===== config.mk =====
export PLATFORM = sky130hd
export DESIGN_NAME = tc_rst_seq
export DESIGN_NICKNAME = d
export VERILOG_FILES = /design/src/rtl/tc_rst_pkg.sv /design/src/rtl/tc_sync_bit.sv /design/src/rtl/tc_rst_seq.sv
export SDC_FILE = /design/constraint.sdc
export NUM_CORES = 1
export LEC_CHECK = 0
export CORE_MARGIN = 2
export CORE_UTILIZATION = 54
export CTS_CLUSTER_SIZE = 24
export DETAILED_ROUTE_END_ITERATION = 7
export GPL_ROUTABILITY_DRIVEN = 0
export GPL_TIMING_DRIVEN = 0
export MAX_ROUTING_LAYER = met4
export PLACE_DENSITY = 0.82
export SYNTH_ARGS = -nofsm -noshare
export SYNTH_HDL_FRONTEND = slang
export SYNTH_SLANG_ARGS = --single-unit

===== constraint.sdc =====
create_clock -name clk -period 3.9 [get_ports clk]
set_clock_uncertainty 0.1 [all_clocks]
set_input_delay 0.39 -clock clk [delete_from_list [all_inputs] [get_ports clk]]
set_output_delay 0.39 -clock clk [all_outputs]
set_load 0.05 [all_outputs]

===== src/rtl/tc_rst_pkg.sv =====
// Shared definitions for the PL reset sequencer.
// Latency: n/a (types and constants only).
// Backpressure: n/a.
package tc_rst_pkg;

    // FSM encoding, also exported on state_o for the PS register map.
    typedef enum logic [1:0] {
        ST_HOLD    = 2'd0,
        ST_RELEASE = 2'd1,
        ST_RUN     = 2'd2
    } state_t;

    // Lock-loss event counter width and its saturation value.
    localparam int                LOST_W   = 8;
    localparam logic [LOST_W-1:0] LOST_MAX = '1;

endpackage


===== src/rtl/tc_sync_bit.sv =====
// Multi-flop synchroniser for a single asynchronous bit.
// Latency: SYNC_STAGES clk edges from d_i to q_o.
// Backpressure: none, free-running sampler.
// Ports: clk, rst (async active-low, clears chain to 0), d_i (async), q_o (synchronised).
module tc_sync_bit #(
    parameter int SYNC_STAGES = 2
) (
    input  logic clk,
    input  logic rst,
    input  logic d_i,
    output logic q_o
);

    logic [SYNC_STAGES-1:0] sync_q;

    always_ff @(posedge clk or negedge rst) begin
        if (!rst) begin
            sync_q <= '0;
        end else begin
            sync_q <= {sync_q[SYNC_STAGES-2:0], d_i};
        end
    end

    assign q_o = sync_q[SYNC_STAGES-1];

endmodule


===== src/rtl/tc_rst_seq.sv =====
// Reset sequencer: holds NDOM reset domains until lock is stable, releases them in order.
// Latency: all outputs registered; lock loss reaches rst_o in SYNC_STAGES+1 edges, sw_rst_i in 1.
// Backpressure: none; sw_rst_i is a single-cycle pulse, dly_i is sampled once on release start.
// Ports: clk, rst (async active-low), lock_i (async), sw_rst_i, dly_i (gap per domain),
//        rst_o (active-high domain resets), done_o, state_o, lock_lost_cnt_o.
module tc_rst_seq
    import tc_rst_pkg::*;
#(
    parameter int NDOM        = 4,
    parameter int CNTW        = 16,
    parameter int SYNC_STAGES = 2,
    parameter int MIN_HOLD    = 64,
    parameter int LOCK_FILT   = 16
) (
    input  logic                   clk,
    input  logic                   rst,
    input  logic                   lock_i,
    input  logic                   sw_rst_i,
    input  logic [NDOM*CNTW-1:0]   dly_i,
    output logic [NDOM-1:0]        rst_o,
    output logic                   done_o,
    output logic [1:0]             state_o,
    output logic [LOST_W-1:0]      lock_lost_cnt_o
);

    localparam int FILT_W = $clog2(LOCK_FILT + 1);
    localparam int HOLD_W = $clog2(MIN_HOLD + 1);
    localparam int IDX_W  = (NDOM > 1) ? $clog2(NDOM) : 1;

    localparam logic [FILT_W-1:0] FILT_MAX = FILT_W'(LOCK_FILT);
    localparam logic [HOLD_W-1:0] HOLD_MAX = HOLD_W'(MIN_HOLD);
    localparam logic [IDX_W-1:0]  IDX_LAST = IDX_W'(NDOM - 1);

    state_t                        state_q, state_d;
    logic                          lock_s;
    logic [FILT_W-1:0]             filt_q, filt_d;
    logic [HOLD_W-1:0]             hold_q, hold_d;
    logic [CNTW-1:0]               cnt_q, cnt_d;
    logic [IDX_W-1:0]              idx_q, idx_d;
    logic [NDOM-1:0][CNTW-1:0]     dly_q, dly_d;
    logic [NDOM-1:0]               rst_q, rst_d;
    logic                          done_q, done_d;
    logic [LOST_W-1:0]             lost_q, lost_d;

    logic                          lock_ok;
    logic                          hold_ok;
    logic                          abort;
    logic                          rel_hit;
    logic                          rel_last;
    logic [CNTW-1:0]               dly_sel;
    logic [NDOM-1:0]               dom_mask;

    // Only lock_i crosses in; every other input is already in the clk domain.
    tc_sync_bit #(
        .SYNC_STAGES (SYNC_STAGES)
    ) u_lock_sync (
        .clk (clk),
        .rst (rst),
        .d_i (lock_i),
        .q_o (lock_s)
    );

    assign lock_ok  = (filt_q == FILT_MAX);
    assign hold_ok  = (hold_q == HOLD_MAX);
    assign abort    = (state_q != ST_HOLD) && (!lock_s || sw_rst_i);
    assign rel_hit  = (cnt_q == dly_sel);
    assign rel_last = (idx_q == IDX_LAST);

    // Gap and one-hot release mask for the domain currently being counted.
    always_comb begin
        dly_sel  = '0;
        dom_mask = '0;
        for (int i = 0; i < NDOM; i++) begin
            if (idx_q == IDX_W'(i)) begin
                dly_sel     = dly_q[i];
                dom_mask[i] = 1'b1;
            end
        end
    end

    // FSM state register
    always_ff @(posedge clk or negedge rst) begin
        if (!rst) begin
            state_q <= ST_HOLD;
        end else begin
            state_q <= state_d;
        end
    end

    // FSM next state
    always_comb begin
        state_d = state_q;
        case (state_q)
            // A software request in HOLD restarts the hold time, so it also blocks the exit.
            ST_HOLD:    if (!sw_rst_i && hold_ok && lock_ok) state_d = ST_RELEASE;
            ST_RELEASE: begin
                if (abort)                    state_d = ST_HOLD;
                else if (rel_hit && rel_last) state_d = ST_RUN;
            end
            ST_RUN:     if (abort) state_d = ST_HOLD;
            default:    state_d = ST_HOLD;
        endcase
    end

    // FSM outputs and datapath next values
    always_comb begin
        filt_d = filt_q;
        hold_d = hold_q;
        cnt_d  = cnt_q;
        idx_d  = idx_q;
        dly_d  = dly_q;
        rst_d  = rst_q;
        done_d = done_q;
        lost_d = lost_q;

        // Lock filter runs in every state; abort restarts it even if lock stays high.
        if (!lock_s || abort) begin
            filt_d = '0;
        end else if (!lock_ok) begin
            filt_d = filt_q + FILT_W'(1);
        end

        case (state_q)
            ST_HOLD: begin
                rst_d  = '1;
                done_d = 1'b0;
                if (sw_rst_i) begin
                    hold_d = '0;
                end else if (!hold_ok) begin
                    hold_d = hold_q + HOLD_W'(1);
                end
                if (state_d == ST_RELEASE) begin
                    dly_d = dly_i;
                    cnt_d = '0;
                    idx_d = '0;
                end
            end
            ST_RELEASE: begin
                // Compare-equal means a gap of N costs N+1 cycles and cnt never wraps.
                if (!abort) begin
                    if (rel_hit) begin
                        rst_d = rst_q & ~dom_mask;
                        cnt_d = '0;
                        idx_d = idx_q + IDX_W'(1);
                        if (rel_last) done_d = 1'b1;
                    end else begin
                        cnt_d = cnt_q + CNTW'(1);
                    end
                end
            end
            default: ;
        endcase

        if (abort) begin
            rst_d  = '1;
            done_d = 1'b0;
            hold_d = '0;
            // Count only lock-driven aborts; a coincident sw request is one event.
            if (!lock_s && (lost_q != LOST_MAX)) begin
                lost_d = lost_q + LOST_W'(1);
            end
        end
    end

    // Datapath registers
    always_ff @(posedge clk or negedge rst) begin
        if (!rst) begin
            filt_q <= '0;
            hold_q <= '0;
            cnt_q  <= '0;
            idx_q  <= '0;
            dly_q  <= '0;
            rst_q  <= '1;
            done_q <= 1'b0;
            lost_q <= '0;
        end else begin
            filt_q <= filt_d;
            hold_q <= hold_d;
            cnt_q  <= cnt_d;
            idx_q  <= idx_d;
            dly_q  <= dly_d;
            rst_q  <= rst_d;
            done_q <= done_d;
            lost_q <= lost_d;
        end
    end

    assign rst_o           = rst_q;
    assign done_o          = done_q;
    assign state_o         = state_q;
    assign lock_lost_cnt_o = lost_q;

endmodule


==> impl_metrics.env, run 1 <==
export IMPL_status="finished, final reports clean"
export IMPL_p_leak_nw=2.964
export IMPL_hold_viol=0
export IMPL_htree_levels=3
export IMPL_end_kind="flop"
export IMPL_syn_to_final_growth_pct=22.43
export IMPL_crit_type="flop to flop"
export IMPL_track_usage_pct=25.06
export IMPL_grt_pass1_wl_mm=20.99
export IMPL_seq_area_frac_synth_pct=51.11
export IMPL_cts_root_buf="clkbuf_8"
export IMPL_startpoint_type="flop"
export IMPL_fin_ws_ps=575.4
export IMPL_synthesis_area_um2=5444
export IMPL_timing_rr_start="idx_q[0]$_DFFE_PN0P_"
export IMPL_clk_pin_slew_worst_paths_ps=110
export IMPL_crit_path_end="cnt_q[6]$_DFFE_PN0P_"
export IMPL_drive_gt1_share_pct=19.58
export IMPL_setup_violations_final=0
export IMPL_holdWs_ps=258.1
export IMPL_synth_seq_cells=111
export IMPL_synth_edf_count=0
export IMPL_final_cell_mix="107 x dfrtp_1, 81 x clkdlybuf4s50_1, 66 x mux2_2, 40 x nor2_1, 24 x nand2_1"
export IMPL_p_per_area_nw_per_um2=316.5
export IMPL_coreArea_um2=9774
export IMPL_slew_headroom_pct=50.52
export IMPL_cts_setup_buffers=0
export IMPL_cts_tree="yes"
export IMPL_syn_nets=550
export IMPL_num_vias=4142
export IMPL_grt_pass1_vias=4251
export IMPL_wirelength_mm=12.53
export IMPL_synth_main_ff_cell="dfrtp_1"
export IMPL_cts_buffer_depth=2
export IMPL_rrSetupSlack_ps=580
export IMPL_grt_overflow_total=0
export IMPL_ys_types=52
export IMPL_timing_fmax_mhz=300.8
export IMPL_die_area_um2=10900
export IMPL_io_buffers=82
export IMPL_vias_per_cell=5.875
export IMPL_yosysWarningCount=0
export IMPL_worst_pin_slew_ps=742.2
export IMPL_yosys_area_top_type="dfrtp_1"
export IMPL_rsz0062_at_grt="no"
export IMPL_arrival_ps=3480
export IMPL_initial_utilization_pct=55.70
export IMPL_die_x_um=104.4
export IMPL_routedWlPerCell_um=17.77
export IMPL_num_rows=36
export IMPL_syn_area_per_cell_um2=11.53
export IMPL_dpl_hpwl_mm=9.310
export IMPL_synth_area_top_cells="dfrtp_1 49%, mux2_2 14%, a221oi_2 2.8%, nor2_1 2.8%, ha_1 2.3%"
export IMPL_async_flop_share_pct=100.0
export IMPL_synth_cells=472
export IMPL_critical_path_required_ps=4060
export IMPL_cts_sinks=111
export IMPL_final_common_cell="dfrtp_1"
export IMPL_reg2reg_depth=12
export IMPL_dp_cells=688
export IMPL_grt_max_degree=58
export IMPL_place_ws_ps=600.6
export IMPL_drv_slew=0
export IMPL_cts_buffers=9
export IMPL_drc=0
export IMPL_hold_path_class="flop to flop"
export IMPL_finalNetCount=645
export IMPL_instances_no_fill=705
export IMPL_vdd_drop_max_mv=0.1827
export IMPL_synth_top_cell_area_share_pct=49.18
export IMPL_finalCritPeriodShare_pct=85.25
export IMPL_path_max_fanout=10
export IMPL_cap_violations=0
export IMPL_diodes=0
export IMPL_drt_iter0_drc=182
export IMPL_period_needed_ps=3325
export IMPL_die_h_um=104.4
export IMPL_clk_latency_ps=380
export IMPL_r2r_end="cnt_q[6]$_DFFE_PN0P_"
export IMPL_postRouteAntennaNets=0
export IMPL_ios=83
export IMPL_drtPass1Iterations=4
export IMPL_antenna_found_initial=0
export IMPL_critPathLaunch="idx_q[0]$_DFFE_PN0P_"
-- Yosys cell counts (9+ instances only) --
library cell,instances
nor2_1,40
nand4_1,13
o21ai_0,15
a21oi_1,12
a221o_1,10
clkbuf_1,9
or3_1,12
ha_1,10
nand2_1,24
dfrtp_1,107
nand3_1,22
xor2_1,11
mux2_2,66
a221oi_2,10
o22ai_1,11
-- cell type report --
class	instances	area [um^2]
inverter	8	30.03
tap	133	166.4
sequential	111	2783
timing repair buffer	84	855.8
clock inverter	4	53.80
buffer	23	112.6
clock buffer	12	145.1
multi-input combinational	330	2519
fill	737	3109
-- state kept, by name, indices dropped and copies added, names as in the netlist --
register / count
cnt_q: 16
state_o: 2
dly_q: 64
idx_q: 2
lock_lost_cnt_o: 8
filt_q: 5
rst_o: 4
u_lock_sync.sync_q: 2
done_o: 1
hold_q: 7
-- routing by layer --
metal  vias up  track usage [%]  wire length, um
li1       1931                -                -
met3        23            3.947              579
met1      2054            31.86             5457
met4         0            9.266              342
met5         -                -                0
met2       134            40.71             6149
-- worst max-delay path, stage by stage (launching register included) --
cell and delay (ps):
dfrtp_1 430, inv_1 90, ha_1 280, or2_1 240, buf_2 160, buf_6 160, a221oi_2 280, or3_1 160
nand4_1 140, nor4_4 450, a21oi_2 200, buf_6 190, a221o_1 330
-- power by group --
part           switching (mW)  internal [mW]
combinational          0.0765          0.112
clock                   0.385          0.318
sequential             0.0273           1.19
-- worst min path at each step --
stage	startpoint	end	slack (ps)	cells past startpoint
floorplan	rst	cnt_q[0]$_DFFE_PN0P_	-6	0
global placement	u_lock_sync.sync_q[0]$_DFF_PN0_	u_lock_sync.sync_q[1]$_DFF_PN0_	240	0
detailed placement	u_lock_sync.sync_q[0]$_DFF_PN0_	u_lock_sync.sync_q[1]$_DFF_PN0_	250	0
CTS	u_lock_sync.sync_q[0]$_DFF_PN0_	u_lock_sync.sync_q[1]$_DFF_PN0_	260	0
global route	u_lock_sync.sync_q[0]$_DFF_PN0_	u_lock_sync.sync_q[1]$_DFF_PN0_	280	0
finish	u_lock_sync.sync_q[0]$_DFF_PN0_	u_lock_sync.sync_q[1]$_DFF_PN0_	260	0
-- cells by family after synthesis --
kind of cell,share of synthesized area (%)
multiplexers,14.02
AO/OA/AOI/OAI,12.57
buffers and inverters,2.620
XOR/XNOR,3.057
AND/OR/NAND/NOR,14.32
flip-flops,51.11
adder cells (fa/ha/maj),2.298
-- timing repair --
item                                   4_1_cts  5_1_grt
gates resized for setup                      0        0
endpoints found under the hold margin        9        0
hold buffers                                 1        0
-- per-stage QoR --
stage	cell area (um^2)	power [mW]	utilization [%]	setup TNS (ps)
after floorplan	5444	1.309	-	0
final	6665	2.109	68.19	0
after CTS	6665	2.126	68.19	0
after detailed placement	6456	1.430	66.05	0
after global routing	6665	2.203	68.19	0
after global placement	6431	1.417	65.80	-185130
Power figures use the tool's default switching activity.
==> run 2: changes to the inputs <==
--- a/config.mk
+++ b/config.mk
@@ -5,7 +5,7 @@
 export SDC_FILE = /design/constraint.sdc
 export NUM_CORES = 1
 export LEC_CHECK = 0
-export CORE_MARGIN = 2
+export CORE_MARGIN = 1
 export CORE_UTILIZATION = 54
 export CTS_CLUSTER_SIZE = 24
 export DETAILED_ROUTE_END_ITERATION = 7
==> constraint.sdc (replaced) <==
create_clock -name clk -period 3.1 [get_ports clk]
set_clock_uncertainty 0.1 [all_clocks]
set_input_delay 0.31 -clock clk [delete_from_list [all_inputs] [get_ports clk]]
set_output_delay 0.31 -clock clk [all_outputs]
set_load 0.05 [all_outputs]
==> run 2 against run 1 <==
Net effect:
- first-iteration DRC count is 33% higher
- largest power group unchanged
- critical path depth up 1
- routed wire length increased by 9.5%
- sequential share of layout area down 1.9 points
- register-to-register slack worse by 480 ps
- count of clock-buffer cells in the layout is 2 lower
- die area decreased by 3.8%
- via count up 6.5%
- design area increased by 4.8%
==> impl_metrics.env, run 2 (same netlist as run 1, synthesis figures left out) <==
export IMPL_drv_slew=0
export IMPL_routedWlPerCell_um=19.06
export IMPL_die_x_um=102.4
export IMPL_status="finished, final reports clean"
export IMPL_vdd_drop_max_mv=0.3281
export IMPL_place_ws_ps=-220.9
export IMPL_slowest_delay_ps=450
export IMPL_p_leak_nw=3.077
export IMPL_grt_busiest_layer="met2"
export IMPL_startpoint_type="flop"
export IMPL_slew_headroom_pct=49.21
export IMPL_hold_path_class="flop to flop"
export IMPL_final_common_cell="dfrtp_1"
export IMPL_drt_iter0_drc=242
export IMPL_die_h_um=102.4
export IMPL_path_max_fanout=10
export IMPL_antenna_found_initial=0
export IMPL_setup_violations_final=0
export IMPL_cts_buffer_depth=2
export IMPL_critical_path_required_ps=3270
export IMPL_fin_ws_ps=96.75
export IMPL_grt_overflow_total=0
export IMPL_cts_buffers=9
export IMPL_largest_reg_flops=64
export IMPL_finalNetCount=660
export IMPL_wirelength_mm=13.72
export IMPL_dpl_hpwl_mm=9.459
export IMPL_dp_cells=688
export IMPL_diodes=0
export IMPL_drive_gt1_share_pct=24.19
export IMPL_critPathBufInv=5
export IMPL_clk_latency_ps=390
export IMPL_cp_slowest_cell="dfrtp_2"
export IMPL_die_area_um2=10490
export IMPL_track_usage_pct=28.14
export IMPL_final_cell_mix="105 x dfrtp_1, 81 x clkdlybuf4s50_1, 66 x mux2_2, 40 x nor2_1, 24 x nand2_1"
export IMPL_timing_fmax_mhz=333.0
export IMPL_drtPass1Iterations=5
export IMPL_worstPathCellList="inv_1, ha_1, buf_6, nor2b_4, buf_12, a221oi_4, o21ai_0, nand4_1, nor4_4, buf_4, a21oi_4, buf_6, a221o_1"
export IMPL_hold_viol=0
export IMPL_grt_pass1_vias=4395
export IMPL_crit_type="flop to flop"
export IMPL_io_buffers=82
export IMPL_arrival_ps=3170
export IMPL_clk_pin_slew_worst_paths_ps=100
export IMPL_finalCritPeriodShare_pct=96.88
export IMPL_gr_usage_met1_pct=33.17
export IMPL_cpMostUsedCell="buf_6"
export IMPL_num_rows=36
export IMPL_grt_pass1_wl_mm=21.49
export IMPL_instances_no_fill=720
export IMPL_vias_per_cell=6.129
export IMPL_p_total_mw=2.626
export IMPL_worst_pin_slew_ps=761.8
export IMPL_period_needed_ps=3003
export IMPL_fin_util_pct=71.45
export IMPL_htree_levels=3
export IMPL_coreArea_um2=9774
export IMPL_p_per_area_nw_per_um2=375.9
export IMPL_cpLargestDelayFamily="buffers and inverters"
export IMPL_cts_tree="yes"
export IMPL_largest_register="dly_q"
export IMPL_syn_to_final_growth_pct=28.29
export IMPL_initial_utilization_pct=55.70
export IMPL_cts_root_buf="clkbuf_8"
export IMPL_drc=0
export IMPL_grt_use_met3_pct=5.609
export IMPL_end_kind="flop"
export IMPL_num_vias=4413
export IMPL_postRouteAntennaNets=0
export IMPL_ios=83
export IMPL_grt_max_degree=59
export IMPL_met2_usage_pct=47.19
export IMPL_cap_violations=0
export IMPL_cts_sinks=111
[run 2: layout make-up]
cell class	count	area [um^2]
plain buffers	23	156.4
clock buffers	10	127.6
clock inverters	6	52.55
fillers	684	2790
inverters	8	30.03
multi-input cells	330	2688
flip-flops and latches	111	2785
well taps	133	166.4
repair buffers	99	978.4
[run 2: where the power goes]
group / switching (mW) / leakage [nW] / internal [mW]
Combinational: 0.101 / 1.54 / 0.152
Clock: 0.528 / 0.0854 / 0.306
Sequential: 0.0410 / 1.45 / 1.50
Total: 0.670 / 3.08 / 1.96
[run 2: through the flow]
stage                     cell area, um^2  hold slack [ps]  setup TNS (ps)
after global routing                 6984            258.9          -213.2
final                                6984            255.0               0
after global placement               6431            243.7         -272300
after floorplan                      5444           -85.59               0
after CTS                            6779            264.7               0
after detailed placement             6456            245.7           -2736
[run 2: routing by layer]
layer	vias to the layer above	routed length [um]
met5	-	0
met1	2241	5537
met4	0	446
met2	181	7096
met3	26	642
li1	1965	-
[run 2: path summary, 6_finish.rpt]
path	from	endpoint	slack (ps)	depth (start not counted)
worst max-delay path	idx_q[1]$_DFFE_PN0P_	cnt_q[4]$_DFFE_PN0P_	100	13
worst min-delay path	u_lock_sync.sync_q[0]$_DFF_PN0_	u_lock_sync.sync_q[1]$_DFF_PN0_	250	0
worst max register to register	idx_q[1]$_DFFE_PN0P_	cnt_q[4]$_DFFE_PN0P_	100	13
worst min register to register	u_lock_sync.sync_q[0]$_DFF_PN0_	u_lock_sync.sync_q[1]$_DFF_PN0_	250	0
max in group asynchronous	rst	idx_q[1]$_DFFE_PN0P_	1740	3
min in group asynchronous	rst	lock_lost_cnt_o[7]$_DFFE_PN0P_	440	2
[run 2: timing repair]
action / CTS / global route
setup endpoints to repair: 22 / 24
gates resized for setup: 15 / 30
hold buffers: 1 / 0
buffers inserted: 5 / 9
gates cloned: 0 / 1
pin swaps: 3 / 6
endpoints found under the hold margin: 53 / 0
==> run 3: changes to the inputs <==
--- a/config.mk
+++ b/config.mk
@@ -5,7 +5,6 @@
 export SDC_FILE = /design/constraint.sdc
 export NUM_CORES = 1
 export LEC_CHECK = 0
-export CORE_MARGIN = 1
 export CORE_UTILIZATION = 54
 export CTS_CLUSTER_SIZE = 24
 export DETAILED_ROUTE_END_ITERATION = 7
@@ -13,6 +12,7 @@
 export GPL_TIMING_DRIVEN = 0
 export MAX_ROUTING_LAYER = met4
 export PLACE_DENSITY = 0.82
+export SKIP_LAST_GASP = 1
 export SYNTH_ARGS = -nofsm -noshare
 export SYNTH_HDL_FRONTEND = slang
 export SYNTH_SLANG_ARGS = --single-unit
==> results of run 3 <==
Same layout as run 2: the final DEF is identical, and so are final timing and power.
